`src/rtl/alu_issue_stage.sv`:
```
// alu_issue_stage: decode/register-read stage feeding the 18-bit ALU.
// Ports:
//   clk, rst            clock and synchronous active-high reset
//   in_valid/in_inst    instruction word in; in_ready is the only combinational output
//   out_valid/out_ready registered operand bundle handshake
//   SRC1, SRC2, IMM     registered operands and raw immediate
//   mux1_select         1 = ALU uses sign-extended IMM
//   mux2_select         00 add, 01 and, 10 nand, 11 nor
//   out_rd              destination register carried with the bundle
//   wb_en/addr/data     writeback port; writes the regfile and clears the busy bit
//   illegal_op          one-cycle pulse after an illegal opcode is consumed
module alu_issue_stage #(
    parameter int NREGS = 16,
    parameter int WIDTH = 18
) (
    input  logic             clk,
    input  logic             rst,
    input  logic             in_valid,
    input  logic [WIDTH-1:0] in_inst,
    output logic             in_ready,
    output logic             out_valid,
    input  logic             out_ready,
    output logic [WIDTH-1:0] SRC1,
    output logic [WIDTH-1:0] SRC2,
    output logic [5:0]       IMM,
    output logic             mux1_select,
    output logic [1:0]       mux2_select,
    output logic [3:0]       out_rd,
    input  logic             wb_en,
    input  logic [3:0]       wb_addr,
    input  logic [WIDTH-1:0] wb_data,
    output logic             illegal_op
);
    logic [WIDTH-1:0] rf_q [NREGS];
    logic [NREGS-1:0] busy_q, busy_d, wb_hit, ebusy;
    logic             valid_q, valid_d, ill_q, m1_q;
    logic [WIDTH-1:0] src1_q, src2_q, src1_v, src2_v;
    logic [5:0]       imm_q;
    logic [1:0]       m2_q, sel2;
    logic [3:0]       rd_q, op, rd, rs1, rs2;
    logic             legal, is_imm, hazard, fire, issue;

    assign op  = in_inst[17:14];
    assign rd  = in_inst[13:10];
    assign rs1 = in_inst[9:6];
    assign rs2 = in_inst[5:2];
    assign legal  = op < 4'd6;
    // ADDI (0001) and ANDI (0011) are the only odd opcodes below 0100
    assign is_imm = legal & op[0] & ~op[2];
    assign sel2   = op[2] ? {1'b1, op[0]} : {1'b0, op[1]};

    // a writeback this cycle retires the pending write, so it cannot cause a hazard
    assign wb_hit = wb_en ? (NREGS'(1) << wb_addr) : '0;
    assign ebusy  = busy_q & ~wb_hit;
    assign hazard = ebusy[rs1] | ebusy[rd] | (~is_imm & ebusy[rs2]);

    assign in_ready = (~valid_q | out_ready) & ~(legal & hazard);
    assign fire     = in_valid & in_ready;
    assign issue    = fire & legal;

    assign src1_v = (wb_en && wb_addr == rs1) ? wb_data : rf_q[rs1];
    assign src2_v = (wb_en && wb_addr == rs2) ? wb_data : rf_q[rs2];

    // issue sets after writeback clears, so a same-register collision stays busy
    assign busy_d  = ebusy | (issue ? (NREGS'(1) << rd) : '0);
    assign valid_d = issue | (valid_q & ~out_ready);

    always_ff @(posedge clk) begin
        if (rst) begin
            valid_q <= 1'b0;
            ill_q   <= 1'b0;
            src1_q  <= '0;
            src2_q  <= '0;
            imm_q   <= '0;
            m1_q    <= 1'b0;
            m2_q    <= '0;
            rd_q    <= '0;
            busy_q  <= '0;
            for (int i = 0; i < NREGS; i++) rf_q[i] <= '0;
        end else begin
            valid_q <= valid_d;
            ill_q   <= fire & ~legal;
            busy_q  <= busy_d;
            if (issue) begin
                src1_q <= src1_v;
                src2_q <= is_imm ? '0 : src2_v;
                imm_q  <= is_imm ? in_inst[5:0] : '0;
                m1_q   <= is_imm;
                m2_q   <= sel2;
                rd_q   <= rd;
            end
            if (wb_en) rf_q[wb_addr] <= wb_data;
        end
    end

    assign out_valid   = valid_q;
    assign SRC1        = src1_q;
    assign SRC2        = src2_q;
    assign IMM         = imm_q;
    assign mux1_select = m1_q;
    assign mux2_select = m2_q;
    assign out_rd      = rd_q;
    assign illegal_op  = ill_q;
endmodule

```
`config.mk`:
```
export PLATFORM = sky130hd
export DESIGN_NAME = alu_issue_stage
export DESIGN_NICKNAME = d
export VERILOG_FILES = /design/src/rtl/alu_issue_stage.sv
export SDC_FILE = /design/constraint.sdc
export NUM_CORES = 1
export LEC_CHECK = 0
export CAP_MARGIN = 0
export CORE_MARGIN = 4
export CORE_UTILIZATION = 55
export CTS_BUF_LIST = sky130_fd_sc_hd__clkbuf_4 sky130_fd_sc_hd__clkbuf_8
export DETAILED_ROUTE_END_ITERATION = 7
export DONT_BUFFER_PORTS = 1
export HOLD_SLACK_MARGIN = 0.1
export PLACE_DENSITY = 0.81
export SYNTH_ARGS = -nofsm -noshare
export SYNTH_HDL_FRONTEND = slang
export SYNTH_SLANG_ARGS = --single-unit
export TNS_END_PERCENT = 30
```
`constraint.sdc`:
```
create_clock -name clk -period 3.7 [get_ports clk]
set_clock_uncertainty 0.05 [all_clocks]
set_input_delay 0.37 -clock clk [delete_from_list [all_inputs] [get_ports clk]]
set_output_delay 0.37 -clock clk [all_outputs]
set_load 0.03 [all_outputs]
```
Word-level counts from Yosys, hierarchy flattened
Memories as Yosys holds them, arrays and structs flattened. A register that Yosys moved wholly into a read port is not among the register bits. Index checks and enable logic that the tools add are counted.

Add/sub/neg operators: 0. Multipliers: 0. Div/mod/pow operators: 0. Order comparisons: 4. Eq/ne operators: 1. Shift-type cells: 2. Multiplexer cells: 20. Bitwise operators: 22. Reduce and logical (&&, ||, !) cells: 2.

Operators with widths (count): two-way mux 18 bit (3); two-way mux 16 bit (2); << shifter 1 x 4 -> 16 bit (first input constant) (2); OR reduction 18 bit (1); AND 16 bit (1); NOT 16 bit (1); OR 16 bit (1); < comparator 4 x 5 -> 1 bit (second input constant) (3); binary-select mux 1 bit (select 4 bit) (3); AND 1 bit (9); two-way mux 1 bit (9); two-way mux 6 bit (1); NOT 1 bit (6); equality test 4 bit (1); < comparator 4 x 3 -> 1 bit (second input constant) (1); two-way mux 4 bit (1); OR 1 bit (4); two-way mux 2 bit (1); logical AND 1 bit (1).

Bits in registers: 49. Latch bits: 0. RAM bits: 288. Memory bits (read-only): 0. Input bits: 45. Output and inout port bits: 52. Logic and storage cells: 60. Memories kept: 1.

Memories: rf_q (depth 16, bits a word 18, read ports 2, clocked after memory_dff 1, wr ports 16, line 34) `logic [WIDTH-1:0] rf_q [NREGS];`.

Longest topological paths before layout
Gate-level depths: netlist (run 1).

Depth after elaboration: 15. Mapped depth: 12. Gate-level depth less buffers: 7.

Least setup slack after synthesis (run 1)
No wires, ideal clock.

Path type: input -> output. From: in wb_addr[2]. To: out in_ready. Data arrival time: 2.574 ns. Data required time: 3.280 ns. Slack: 0.706 ns. Stages on the path: 9. Buffers on the path: 2. Path through: buf_4 or3b_4 buf_2 o21ai_1 o21ai_1 o221a_2 a21oi_2 nand3b_1 a21boi_0.

Longest elaborated chain between the ends: 11. Elaborated cells between the ends (all ways): 16. Classes of those cells: shift (1); mux (7); bitwise (8).

RTL lines: start: declaration (line 30) `input logic [3:0] wb_addr,`; << shifter 1 x 4 -> 16 bit (*) (line 53) `assign wb_hit = wb_en ? (NREGS'(1) << wb_addr) : '0;`; two-way mux 16 bit (*) (line 53); NOT 16 bit (*) (line 54) `assign ebusy = busy_q & ~wb_hit;`; AND 16 bit (*) (line 54); binary-select mux 1 bit (select 4 bit) (line 55) `assign hazard = ebusy[rs1] | ebusy[rd] | (~is_imm & ebusy[rs2]);`; two-way mux 1 bit (not written as such) (line 55); OR 1 bit or AND 1 bit (tied branches) (line 55); OR 1 bit (*) (line 55); AND 1 bit (*) (line 57) `assign in_ready = (~valid_q | out_ready) & ~(legal & hazard);`; NOT 1 bit (*) (line 57); AND 1 bit (*) (line 57); end: declaration (line 20) `output logic in_ready,`.

Mark *: on every way between the ends. The rest lies on a longest branch, timed or not. The select of a mux whose other input is x is not followed.

Worst setup path in the final report (run 1)
From: reg busy_q[9]. To: out in_ready.

Longest elaborated chain between the ends: 8. Elaborated cells between the ends (all ways): 13. Classes of those cells: mux (6); bitwise (7).

RTL lines: start: declaration (line 35) `logic [NREGS-1:0] busy_q, busy_d, wb_hit, ebusy;`; start signal: assignment (line 83) `busy_q <= busy_d;`; AND 16 bit (*) (line 54); binary-select mux 1 bit (select 4 bit) (line 55); two-way mux 1 bit (not written as such) (line 55); OR 1 bit or AND 1 bit (tied branches) (line 55); OR 1 bit (*) (line 55); AND 1 bit (*) (line 57); NOT 1 bit (*) (line 57); AND 1 bit (*) (line 57).

Marks and branches as above.

==> results of run 1 <==
[kinds of logic after synthesis]
logic type / after synthesis / synth area share
AO/OA/AOI/OAI: 91 / 0.0360
XOR/XNOR: 8 / 0.00365
buffers and inverters: 128 / 0.0287
flip-flops: 355 / 0.520
multiplexers: 271 / 0.264
AND/OR/NAND/NOR: 476 / 0.148
[Yosys cell counts, drive strengths merged (2+ instances only)]
cell type	n	area, um2
a211oi	3	27.5
a21oi	4	23.8
a22o	3	26.3
a22oi	3	22.5
a31oi	2	12.5
and2	288	1800
buf	42	229
clkbuf	78	293
dfxtp	67	1340
edfxtp	288	8650
inv	8	30.0
mux2	39	477
mux2i	50	500
mux4	182	4100
nand2	9	33.8
nand2b	24	150
nand3	4	25.0
nand3b	11	86.3
nand4b	2	32.5
nor2	69	259
nor2b	43	269
nor3	2	10.0
o2111ai	5	43.8
o211ai	9	67.6
o21ai	22	114
o21bai	17	128
o22ai	15	150
or2	2	12.5
or3	10	62.6
or4	6	45.0
xnor2	4	35.0
xor2	4	35.0
[state kept, by name, summed over array words and instances (netlist names)]
signal,cells
rf_q,288
SRC1,18
SRC2,18
busy_q,16
IMM,6
out_rd,4
mux2_select,2
illegal_op,1
mux1_select,1
out_valid,1
[worst max-delay path: stages (launching register included)]
cell and delay, ps:
dfxtp_1 340, o21ai_1 170, mux4_2 500, mux2_2 280
a211oi_2 250, nand3b_1 170, a21boi_0 100, buf_4 190
[metal layers]
layer	wire, um	vias to the layer above	share of wire
met4	2300	0	0.041
met3	7400	147	0.13
met2	26400	968	0.47
met1	19900	6251	0.36
li1	-	5093	-
met5	0	-	0
[area by class of cell]
| type | instances | area (um2) | area share |
|---|---|---|---|
| Inverter | 8 | 30.0 | 0.00141 |
| Timing Repair Buffer | 77 | 723 | 0.0340 |
| Clock inverter | 25 | 164 | 0.00771 |
| Multi-Input combinational cell | 846 | 8820 | 0.415 |
| Sequential cell | 355 | 9990 | 0.470 |
| Tap cell | 455 | 569 | 0.0268 |
| Clock buffer | 77 | 947 | 0.0446 |
| Antenna cell | 1 | 2.50 | 0.000118 |
[report_power, final]
group	switching, mW	leakage, nW	total (mW)	internal [mW]
Sequential	0.148	3.30	4.68	4.53
Combinational	0.483	3.73	1.02	0.536
Clock	1.54	0.589	3.34	1.79
[worst min path at each step]
stage / start / endpoint / slack, ps / cells after the start
after floorplan: busy_q[2] / busy_q[2] / 430 / 2
after global placement: rst / out_valid / 400 / 1
after detailed placement: rst / out_valid / 410 / 1
after CTS: wb_data[5] / SRC1[5] / 100 / 3
after global routing: wb_data[17] / SRC1[17] / 120 / 3
final: wb_data[3] / SRC1[3] / 120 / 3
[metrics by stage]
| stage | util | setup slack, ps | std cells |
|---|---|---|---|
| after floorplan | - | 706 | 1329 |
| after global placement | 0.571 | 610 | 1700 |
| after detailed placement | 0.571 | 563 | 1700 |
| after CTS | 0.615 | 695 | 1843 |
| after global routing | 0.615 | 556 | 1843 |
| final | 0.615 | 667 | 1844 |
==> results.yml, run 1 <==
global_route:
  antenna_found_initial: 1
  overflow: 0
  first_global_vias: 12600
  top_usage_layer: "met2"
  grtUsageTotal: 0.293
  gr-usage-met3: 0.0865
  grt_max_degree: 116
  grt_util_met2: 0.462
  grt_pass1_wl_um: 82400
  grtUsageMet1: 0.391
route:
  wirelength_um: 56000
  wire_per_inst_um: 30.4
  drt_iter0_markers: 1868
  dr.pass1.iters: 5
  drcViolationCount: 0
  dr_total_vias: 12500
  drt-vias-per-instance: 6.76
  ant_nets: 0
final_layout:
  drive_above_1_share: 0.277
  design_area_mm2: 0.0213
  n_fill_cell: 2545
  layout-area-overhead-vs-synth_pct: 10.6
  nets: 1389
  layout_common_cells: "and2_1 (288), edfxtp_1 (288), mux4_2 (182), dfxtp_1 (67), nor2_1 (66)"
die:
  core_region_area_mm2: 0.0345
  num_rows: 68
  num_io_pins: 97
  die_area_mm2: 0.0380
  die_x_um: 195
  start_util: 0.556
  dieHeight_um: 195
sta:
  hold_ws_ps: 117
  rsz0062_at_grt: "no"
  finalCritPeriodShare: 0.820
  fmax_ghz: 0.330
  setup_tns_ps: 0
  worst_pin_slew_ps: 1040
  slew_viol_final: 0
  fin_crit_ps: 3030
  finalHoldViolCount: 0
  slew_headroom: 0.304
  setup_violations: 0
placement:
  gp_congestion: 0.943
  io_buffers: 0
  dpl_cell_area_mm2: 0.0197
  dp_hpwl_um: 31400
job:
  cap_violations: 0
logic_synthesis:
  netlist_area_mm2: 0.0192
  synth_warnings: 0
  synthArstFlopShare: 0
  synth_fp_nets: 1374
  ys.flop_type: "edfxtp_1"
  syn_inst: 1329
  ys_seq_area_frac: 0.520
  synth_edf_count: 288
  ys_types: 60
  avgSynthCellArea_um2: 14.5
  synth_seq_cells: 355
power_and_ir_drop:
  p_leak_nw: 7.62
  peakVddDrop_mv: 0.271
  p_per_area_mw_per_mm2: 425
  total_power_mw: 9.04
clock_network:
  cts_setup_buffers: 0
  ctsResizeCount: 0
  cts_sinks: 355
  tritoncts: "yes"
  cts_buffer_depth: 3
  cts_made_buffers: 56
  clk_pin_slew_ps: 60
  htreeDepth: 2
  cts-hold-fix-buffers: 41
  root_buffer: "clkbuf_8"
  clock_latency_ps: 610
critical_path:
  crit_path_start_kind: "register"
  required_ps: 3280
  crit_path_end_kind: "output port"
  crit_type: "reg -> out"
  r2r_slack_ps: 970
  timing.rr.end: "out_valid"
  cp.arrival_ps: 2610
  crit_fanout: 4
  crit_start: "busy_q[9]"
  r2r-start: "busy_q[9]"
  endpoint: "in_ready"
  worstRegToRegCells: 7
worst_hold_path:
  hp-class: "in -> reg"
status:
  run_status: "completed"
Power figures use the tool's default switching activity.
==> run 2, diff against run 1 <==
==> constraint.sdc (replaced) <==
create_clock -name clk -period 2.88 [get_ports clk]
set_clock_uncertainty 0.05 [all_clocks]
set_input_delay 0.288 -clock clk [delete_from_list [all_inputs] [get_ports clk]]
set_output_delay 0.288 -clock clk [all_outputs]
set_load 0.03 [all_outputs]
==> results.yml, run 2 (synthesis results as in run 1) <==
sta:
  slew_viol_final: 0
  hold_ws_ps: 107
  finalCritPeriodShare: 0.964
  fmax_ghz: 0.360
  rsz0062_at_grt: "no"
  worst_slack_ps: 105
  setup_violations: 0
  finalHoldViolCount: 0
  worst_pin_slew_ps: 711
  fin_crit_ps: 2780
  slew_headroom: 0.525
  setup_tns_ps: 0
critical_path:
  crit_start: "in_inst[13]"
  crit_path_end_kind: "register"
  required_ps: 3400
  timing.rr.end: "busy_q[5]"
  crit_fanout: 7
  r2r_slack_ps: 130
  worstRegToRegCells: 9
  crit_type: "in -> reg"
  r2r-start: "busy_q[11]"
  cp.arrival_ps: 3290
  crit_path_start_kind: "input pin"
  endpoint: "busy_q[5]"
final_layout:
  post-route-util: 0.628
  layout_common_cells: "and2_1 (288), edfxtp_1 (288), mux4_2 (182), nor2_1 (69), dfxtp_1 (67)"
  n_antenna_cell: 0
  layout-area-overhead-vs-synth_pct: 12.8
  design_area_mm2: 0.0217
  nets: 1436
  largest_reg_flops: 288
  drive_above_1_share: 0.295
  regMostFlops: "rf_q"
  instances_no_fill: 1884
placement:
  place_inst: 1732
  dpl_cell_area_mm2: 0.0200
  dp_hpwl_um: 31800
  place_ws_ps: 143
  io_buffers: 0
  gp_congestion: 0.910
route:
  dr.pass1.iters: 6
  drt-vias-per-instance: 6.75
  drcViolationCount: 0
  ant_nets: 0
  drt_iter0_markers: 1594
  wire_per_inst_um: 29.0
  dr_total_vias: 12700
  wirelength_um: 54700
global_route:
  grt_util_met2: 0.456
  grtUsageTotal: 0.283
  gr-usage-met3: 0.0851
  antenna_found_initial: 0
  grt_max_degree: 123
  first_global_vias: 12900
  grtUsageMet1: 0.367
  overflow: 0
  grt_pass1_wl_um: 81200
  top_usage_layer: "met2"
power_and_ir_drop:
  switching_share: 0.235
  p_clk_frac: 0.371
  power_frac_comb: 0.116
  p_leak_nw: 7.89
  p_int_mw: 8.96
  peakVddDrop_mv: 0.366
  pwr-share-seq: 0.513
  total_power_mw: 11.7
  p_switching_mw: 2.76
  p_per_area_mw_per_mm2: 541
clock_network:
  clk_pin_slew_ps: 80
  cts_sinks: 355
  cts_buffer_depth: 3
  clock_latency_ps: 620
  root_buffer: "clkbuf_8"
  htreeDepth: 2
  cts_made_buffers: 54
  tritoncts: "yes"
worst_hold_path:
  hold_path_depth: 4
  hp-class: "in -> reg"
  hold_path.startpoint: "wb_addr[2]"
die:
  dieHeight_um: 195
  die_area_mm2: 0.0380
  num_rows: 68
  num_io_pins: 97
  die_x_um: 195
  core_region_area_mm2: 0.0345
  start_util: 0.556
job:
  cap_violations: 0
status:
  run_status: "completed"
## run 2: worst max-delay path, stage by stage
cell and delay, ps:
dlygate4sd3_1 660, inv_1 140, nand2_1 50, dlygate4sd3_1 600, or3_1 310, dlygate4sd3_1 570
o22ai_2 90, dlygate4sd3_1 580
## run 2: area by class of cell
class	instances	area (um2)
Multi-Input combinational cell	846	8740
Sequential cell	355	9990
Tap cell	455	569
Fill cell	2437	12900
Clock buffer	81	977
Clock inverter	13	136
Timing Repair Buffer	126	1230
Inverter	8	30.0
## run 2: power by group through the flow
stage	clock (mW)	sequential [mW]	combinational, mW
6_report	4.35	6.01	1.36
5_1_grt	4.60	6.03	1.42
4_1_cts	4.40	6.00	1.33
3_5_place_dp	0	6.11	1.19
3_3_place_gp	0	6.08	1.17
2_1_floorplan	0	6.05	1.01
## run 2: timing repair
| action | CTS | global route |
|---|---|---|
| buffers inserted | 0 | 5 |
| setup endpoints to repair | 0 | 4 |
| gates resized for setup | 0 | 9 |
| hold buffers | 53 | 0 |
| hold endpoints to repair | 388 | 0 |
## run 2: worst min path at each step
stage	end	slack, ps
4_1_cts	SRC1[14]	100
3_3_place_gp	out_valid	320
2_1_floorplan	illegal_op	360
6_report	busy_q[14]	110
3_5_place_dp	out_valid	320
5_1_grt	rf_q[13][9]	110
## run 2: per-layer routing
layer	wire length, um	share of wire
met1	18700	0.34
met2	26100	0.48
met3	7650	0.14
met4	2280	0.042
met5	0	0
